**config.mk**
```make
export PLATFORM = sky130hd
export DESIGN_NAME = fp_mul_param
export DESIGN_NICKNAME = d
export VERILOG_FILES = /design/src/rtl/fp_mul_param.sv
export SDC_FILE = /design/constraint.sdc
export NUM_CORES = 2
export LEC_CHECK = 0
export BUFFER_PORTS_ARGS = -buffer_cell sky130_fd_sc_hd__buf_2
export CORE_ASPECT_RATIO = 0.7
export CORE_MARGIN = 3
export CORE_UTILIZATION = 65
export DETAILED_ROUTE_END_ITERATION = 10
export GPL_TIMING_DRIVEN = 0
export PLACE_DENSITY_LB_ADDON = 0.08
export SLEW_MARGIN = 40
export SYNTH_ARGS = -nofsm -noshare
export SYNTH_HDL_FRONTEND = slang
export SYNTH_SLANG_ARGS = --single-unit
```
**constraint.sdc**
```tcl
create_clock -name clk -period 19.8 [get_ports clk]
set_input_delay 5.94 -clock clk [delete_from_list [all_inputs] [get_ports clk]]
set_output_delay 5.94 -clock clk [all_outputs]
set_load 0.1 [all_outputs]
```
**src/rtl/fp_mul_param.sv**
```systemverilog
// fp_mul_param: multi-cycle IEEE-754 binary floating-point multiplier with
// configurable exponent/fraction widths, four rounding modes, subnormal
// support and IEEE exception flags.
//
// Ports:
//   clk       rising-edge clock
//   rst       asynchronous active-high reset; aborts any operation in flight
//   din1/din2 operands {sign, exponent, fraction}, sampled on accept
//   rmode     00 RNE, 01 RTZ, 10 toward +inf, 11 toward -inf
//   din_rdy   operands valid; only looked at while idle and not busy
//   busy      high from the cycle after accept until dout_rdy pulses
//   dout      result, held until the next operation completes
//   dout_rdy  one-cycle pulse marking a fresh result
//   flags     {invalid, overflow, underflow, inexact}, held with dout
module fp_mul_param #(
  parameter int EXP_W = 8,
  parameter int MAN_W = 23
) (
  input  logic                 clk,
  input  logic                 rst,
  input  logic [EXP_W+MAN_W:0] din1,
  input  logic [EXP_W+MAN_W:0] din2,
  input  logic [1:0]           rmode,
  input  logic                 din_rdy,
  output logic                 busy,
  output logic [EXP_W+MAN_W:0] dout,
  output logic                 dout_rdy,
  output logic [3:0]           flags
);
  localparam int W  = 1 + EXP_W + MAN_W;
  localparam int SW = MAN_W + 1;        // significand incl. hidden bit
  localparam int PW = 2 * SW;           // full product width
  localparam int XW = EXP_W + 3;        // signed working exponent, never wraps
  localparam int B  = (1 << (EXP_W - 1)) - 1;

  localparam logic signed [XW-1:0] E_MIN = XW'(1 - B);
  localparam logic signed [XW-1:0] E_MAX = XW'(B);
  localparam logic signed [XW-1:0] E_COL = XW'(1 - B - MAN_W - 2);
  localparam logic signed [XW-1:0] E_ONE = XW'(1);

  localparam logic [W-1:0] QNAN = {1'b0, {EXP_W{1'b1}}, 1'b1, {(MAN_W-1){1'b0}}};
  localparam logic [W-2:0] MAG_INF = {{EXP_W{1'b1}}, {MAN_W{1'b0}}};
  localparam logic [W-2:0] MAG_MAX = {{(EXP_W-1){1'b1}}, 1'b0, {MAN_W{1'b1}}};

  localparam logic [1:0] RM_RNE = 2'b00;
  localparam logic [1:0] RM_RTZ = 2'b01;
  localparam logic [1:0] RM_RUP = 2'b10;
  localparam logic [1:0] RM_RDN = 2'b11;

  typedef enum logic [2:0] {
    S_IDLE, S_UNPACK, S_SPECIAL, S_MUL, S_NORM, S_ROUND, S_PACK, S_DONE
  } state_t;

  state_t state_reg, state_next;

  logic [1:0][W-1:0]  op_reg;
  logic [1:0]         rm_reg;
  logic               sign_reg;
  logic [1:0][XW-1:0] ue_reg;
  logic [1:0][SW-1:0] us_reg;
  logic [1:0]         zero_reg, inf_reg, nan_reg;
  logic [PW-1:0]      prod_reg;
  logic signed [XW-1:0] exp_reg;
  logic               sticky_reg;
  logic [SW-1:0]      sig_reg;
  logic               inexact_reg;
  logic [W-1:0]       res_reg;
  logic [3:0]         flg_reg;

  logic accept;
  assign accept = (state_reg == S_IDLE) && din_rdy && !busy;

  // ---------------- field unpacking, one copy per operand ----------------
  logic [1:0][EXP_W-1:0] u_fexp;
  logic [1:0][MAN_W-1:0] u_frac;
  logic [1:0][XW-1:0]    u_exp;
  logic [1:0][SW-1:0]    u_sig;
  logic [1:0]            u_zero, u_inf, u_nan;

  genvar gi;
  generate
    for (gi = 0; gi < 2; gi++) begin : g_unpack
      assign u_fexp[gi] = op_reg[gi][W-2:MAN_W];
      assign u_frac[gi] = op_reg[gi][MAN_W-1:0];
      // Subnormals share the minimum exponent; only the hidden bit differs.
      assign u_exp[gi]  = (u_fexp[gi] == '0) ? E_MIN
                        : ({3'b000, u_fexp[gi]} - XW'(B));
      assign u_sig[gi]  = {|u_fexp[gi], u_frac[gi]};
      assign u_zero[gi] = ~|u_fexp[gi] & ~|u_frac[gi];
      assign u_inf[gi]  = &u_fexp[gi] & ~|u_frac[gi];
      assign u_nan[gi]  = &u_fexp[gi] & |u_frac[gi];
    end
  endgenerate

  // ---------------- special-operand decision ----------------
  logic sp_nan, sp_any;
  logic [W-1:0] sp_res;
  always_comb begin
    sp_nan = |nan_reg | (inf_reg[0] & zero_reg[1]) | (zero_reg[0] & inf_reg[1]);
    sp_any = sp_nan | (|inf_reg) | (|zero_reg);
    if (sp_nan)        sp_res = QNAN;
    else if (|inf_reg) sp_res = {sign_reg, MAG_INF};
    else               sp_res = {sign_reg, {(W-1){1'b0}}};
  end

  // ---------------- normalisation step ----------------
  // The product MSB carries the hidden bit at weight 2^exp. Each NORM cycle
  // performs one step; the exit test is made on the stepped value so the
  // common single-shift case leaves NORM in one cycle.
  logic [PW-1:0]        n_prod;
  logic signed [XW-1:0] n_exp;
  logic                 n_sticky, n_more;
  always_comb begin
    n_prod   = prod_reg;
    n_exp    = exp_reg;
    n_sticky = sticky_reg;
    if (exp_reg < E_COL) begin
      // Far below the subnormal range: only stickiness survives.
      n_prod   = '0;
      n_exp    = E_MIN;
      n_sticky = sticky_reg | (|prod_reg);
    end else if (!prod_reg[PW-1] && (exp_reg > E_MIN)) begin
      n_prod = prod_reg << 1;
      n_exp  = exp_reg - E_ONE;
    end else if (exp_reg < E_MIN) begin
      n_prod   = prod_reg >> 1;
      n_exp    = exp_reg + E_ONE;
      n_sticky = sticky_reg | prod_reg[0];
    end
    n_more = (n_exp < E_COL) || (!n_prod[PW-1] && (n_exp > E_MIN)) || (n_exp < E_MIN);
  end

  // ---------------- rounding ----------------
  logic [SW-1:0]        r_kept, r_sig;
  logic                 r_g, r_r, r_s, r_inc;
  logic [SW:0]          r_sum;
  logic signed [XW-1:0] r_exp;
  always_comb begin
    r_kept = prod_reg[PW-1 -: SW];
    r_g    = prod_reg[MAN_W];
    r_r    = prod_reg[MAN_W-1];
    r_s    = sticky_reg | (|prod_reg[MAN_W-2:0]);
    case (rm_reg)
      RM_RNE:  r_inc = r_g & (r_r | r_s | r_kept[0]);
      RM_RTZ:  r_inc = 1'b0;
      RM_RUP:  r_inc = (r_g | r_r | r_s) & ~sign_reg;
      default: r_inc = (r_g | r_r | r_s) & sign_reg;
    endcase
    r_sum = {1'b0, r_kept} + {{SW{1'b0}}, r_inc};
    // A subnormal rounding into the hidden bit needs no special case: the
    // exponent is already E_MIN, so it packs as the minimum normal.
    if (r_sum[SW]) begin
      r_sig = r_sum[SW:1];
      r_exp = exp_reg + E_ONE;
    end else begin
      r_sig = r_sum[SW-1:0];
      r_exp = exp_reg;
    end
  end

  // ---------------- packing / overflow ----------------
  logic             p_tiny;
  logic [EXP_W-1:0] p_bexp;
  logic [W-1:0]     p_res;
  logic [3:0]       p_flags;
  always_comb begin
    p_tiny  = ~sig_reg[MAN_W];
    p_bexp  = EXP_W'(exp_reg + E_MAX);
    p_res   = {sign_reg, (p_tiny ? {EXP_W{1'b0}} : p_bexp), sig_reg[MAN_W-1:0]};
    p_flags = {2'b00, p_tiny & inexact_reg, inexact_reg};
    if (exp_reg > E_MAX) begin
      p_flags = 4'b0101;
      case (rm_reg)
        RM_RNE:  p_res = {sign_reg, MAG_INF};
        RM_RTZ:  p_res = {sign_reg, MAG_MAX};
        RM_RUP:  p_res = sign_reg ? {1'b1, MAG_MAX} : {1'b0, MAG_INF};
        default: p_res = sign_reg ? {1'b1, MAG_INF} : {1'b0, MAG_MAX};
      endcase
    end
  end

  // ---------------- FSM ----------------
  always_ff @(posedge clk or posedge rst) begin
    if (rst) state_reg <= S_IDLE;
    else     state_reg <= state_next;
  end

  always_comb begin
    state_next = state_reg;
    case (state_reg)
      S_IDLE:    if (accept) state_next = S_UNPACK;
      S_UNPACK:  state_next = S_SPECIAL;
      S_SPECIAL: state_next = sp_any ? S_DONE : S_MUL;
      S_MUL:     state_next = S_NORM;
      S_NORM:    state_next = n_more ? S_NORM : S_ROUND;
      S_ROUND:   state_next = S_PACK;
      S_PACK:    state_next = S_DONE;
      S_DONE:    state_next = S_IDLE;
      default:   state_next = S_IDLE;
    endcase
  end

  // ---------------- datapath ----------------
  always_ff @(posedge clk or posedge rst) begin
    if (rst) begin
      op_reg      <= '0;
      rm_reg      <= '0;
      sign_reg    <= 1'b0;
      ue_reg      <= '0;
      us_reg      <= '0;
      zero_reg    <= '0;
      inf_reg     <= '0;
      nan_reg     <= '0;
      prod_reg    <= '0;
      exp_reg     <= '0;
      sticky_reg  <= 1'b0;
      sig_reg     <= '0;
      inexact_reg <= 1'b0;
      res_reg     <= '0;
      flg_reg     <= '0;
      dout        <= '0;
      flags       <= '0;
      dout_rdy    <= 1'b0;
      busy        <= 1'b0;
    end else begin
      dout_rdy <= 1'b0;
      case (state_reg)
        S_IDLE: if (accept) begin
          op_reg[0] <= din1;
          op_reg[1] <= din2;
          rm_reg    <= rmode;
          busy      <= 1'b1;
        end
        S_UNPACK: begin
          ue_reg   <= u_exp;
          us_reg   <= u_sig;
          zero_reg <= u_zero;
          inf_reg  <= u_inf;
          nan_reg  <= u_nan;
          sign_reg <= op_reg[0][W-1] ^ op_reg[1][W-1];
        end
        S_SPECIAL: if (sp_any) begin
          res_reg <= sp_res;
          flg_reg <= {sp_nan, 3'b000};
        end
        S_MUL: begin
          prod_reg   <= PW'(us_reg[0]) * PW'(us_reg[1]);
          exp_reg    <= $signed(ue_reg[0]) + $signed(ue_reg[1]) + E_ONE;
          sticky_reg <= 1'b0;
        end
        S_NORM: begin
          prod_reg   <= n_prod;
          exp_reg    <= n_exp;
          sticky_reg <= n_sticky;
        end
        S_ROUND: begin
          sig_reg     <= r_sig;
          exp_reg     <= r_exp;
          inexact_reg <= r_g | r_r | r_s;
        end
        S_PACK: begin
          res_reg <= p_res;
          flg_reg <= p_flags;
        end
        S_DONE: begin
          dout     <= res_reg;
          flags    <= flg_reg;
          dout_rdy <= 1'b1;
          busy     <= 1'b0;
        end
        default: ;
      endcase
    end
  end
endmodule

```
==> results.toml <==
[cts]
numClockSinks = 301
cts.htree.levels = 1
insertion_delay_ns = 0.58
cts_resized = 0
hold_buffers = 0
postCtsSetupBuffers = 0
cts_tree = "done"
clockBufferDepth = 3
cts_root_buf = "clkbuf_16"
clk_pin_slew_worst_paths_ns = 0.07
cts_inserted_buffers = 28

[floorplanning]
die_h_um = 195
start_util = 0.666
dieArea_sq_um = 53900
ios = 107
core.rowCount = 68
core_sq_um = 49900
die_x_um = 276

[routing]
routedWlPerCell_um = 25.0
drt.antenna.violating_nets = 0
via_per_inst = 6.22
route.detailed.drc = 0
drt_iter0_markers = 3274
drt_first_pass_iters = 6
drt_wl_total_um = 111000
vias = 27600

[critical_path]
crit_path_end_kind = "flip-flop"
crit_arrival_ns = 9.34
crit_required_ns = 20.30
startpoint_type = "flip-flop"
crit_path_max_fanout = 10
criticalPathCategory = "reg2reg"

[finish]
final_cells = 4436
multiInputGateArea_sq_um = 22700
nets = 4495
seqCellArea_sq_um = 7530
syn2layout_area_growth_pct = 7.53
drive_above_1_share = 0.0827
fin_area_sq_um = 35700
largest_reg_flops = 64
n_antenna_cell = 0
fillCellCount = 3815

[timing]
max_freq_mhz = 113
hold_viol = 0
period_share = 0.446
finalMaxSlewViolations = 0
finalWorstPathRequiredPeriod_ns = 8.83
hold_slack_ns = 0.480
worst_pin_slew_ns = 1.00
setup_tns_ns = 0
grt_setup_unrepaired = "no"
finalSetupViolCount = 0
fin_skew_ns = 0.0213
fin_ws_ns = 10.97
slew_headroom = 0.331

[logic_synthesis]
synthArstFlopShare = 1.00
ys_warn_count = 0
yosysSeqAreaShare = 0.227
synth_ff_type = "dfrtp_1"
synth_area_leaders = "fa_1, dfrtp_1, ha_1, inv_1, nand2_1"
avgSynthCellArea_sq_um = 9.21
yosysTopAreaCell = "fa_1"
synth_nets = 4356
syn_inst = 3610
yosysMostFrequentCell = "inv_1"
synth.distinct_cells = 72
yosys.area.top_type_share = 0.291
syn-cell-area_sq_um = 33200
synth-seq-cells = 301
synth-edff-count = 0
netlist_top_cells_count = "inv_1, nand2_1, fa_1"

[placed_design]
postPlaceCellArea_sq_um = 34700
gp_congestion = 1.06
port_buffers = 106
dp_worst_setup_slack_ns = 11.35
dpl.cell_count = 4384
dp_hpwl_um = 90100

[pwr]
peakVddDrop_mv = 0.0641
leakage_nw = 18.1
power_density_nw_per_um2 = 34.6

[job]
drv_cap = 0

[grt]
grt_pass1_wl_um = 170000
antenna_found_initial = 2
grt_usage = 0.417
grt_max_degree = 84
grt_pass1_vias = 28200
gr-total-overflow = 0

[worst_hold_path]
min_path_type = "reg2reg"

[run_status]
outcome = "complete, no violations"
-- stage by stage --
stage | utilization | power [mW]
after floorplan | - | 0.636
after global placement | 0.693 | 0.647
after detailed placement | 0.695 | 0.650
after CTS | 0.715 | 1.24
after global routing | 0.716 | 1.27
final | 0.716 | 1.24
-- placed cells by master (no fill, tap or decap), types with 26 or more instances in the layout --
master	instances
xnor2_1	59
buf_2	118
xor2_1	40
o21a_1	31
o21ai_0	123
mux2_2	102
inv_1	583
fa_1	483
ha_1	194
o22ai_1	36
a21oi_1	114
clkbuf_16	29
nor2_1	97
clkbuf_1	181
nand2_1	580
nand3_1	49
dfrtp_1	301
a21o_1	26
and2_1	292
-- per-layer routing --
layer  GRT usage  wire length (um)  up-vias
met5      0.0239               173        -
met4       0.125              3920        4
met3       0.182             17600      267
met2       0.552             42800     1835
met1       0.613             46500    13900
li1            -                 -    11600
-- critical path: stages (launching register included) --
cell      delay (ns)
dfrtp_1         0.32
clkbuf_1        0.58
clkbuf_1        0.78
nand2_1         0.18
fa_1            0.58
inv_1           0.15
fa_1            0.52
inv_1           0.06
fa_1            0.46
fa_1            0.55
inv_1           0.06
fa_1            0.52
fa_1            0.50
inv_1           0.05
fa_1            0.47
inv_1           0.04
ha_1            0.38
clkbuf_1        0.29
o21ai_0         0.17
a211oi_1        0.26
nor2_1          0.09
or3_1           0.43
a31oi_1         0.35
o211ai_1        0.20
a21oi_1         0.24
mux2i_1         0.29
nand3_1         0.12
nand3_1         0.11
-- cell type report --
type,count,share of cell area
sequential,301,0.211
timing repair buffer,109,0.0172
inverter,584,0.0615
tap,665,0.0233
buffer,212,0.0237
multi-input combinational,2513,0.636
clock buffer,40,0.0229
clock inverter,12,0.00504
-- cells by family after synthesis --
| logic type | Yosys count | share of synthesized area |
|---|---|---|
| AOI/OAI and AO/OA | 490 | 0.0945 |
| adders and majority gates | 677 | 0.364 |
| muxes | 107 | 0.0361 |
| buffers and inverters | 796 | 0.0910 |
| and+or+nand+nor | 1140 | 0.162 |
| xor gates and xnor gates | 99 | 0.0261 |
| DFF | 301 | 0.227 |
-- where the power goes --
part           switching (mW)  leakage, nW  internal (mW)
registers                   0         4.20          0.614
clock network           0.260        0.488          0.342
logic                  0.0160         13.4        0.00659
total                   0.276         18.1          0.963
-- final timing paths --
check | slack [ns] | from | endpoint | cells past startpoint
min in group asynchronous | 5.40 | rst | res_reg[24] | 2
min reg2reg | 0.48 | res_reg[2] | res_reg[2] | 2
max | 10.97 | us_reg[28] | prod_reg[41] | 27
min | 0.48 | res_reg[2] | res_reg[2] | 2
max reg2reg | 10.97 | us_reg[28] | prod_reg[41] | 27
max in group asynchronous | 13.58 | rst | prod_reg[6] | 3
Note: power is estimated with default switching activity, not from simulation.
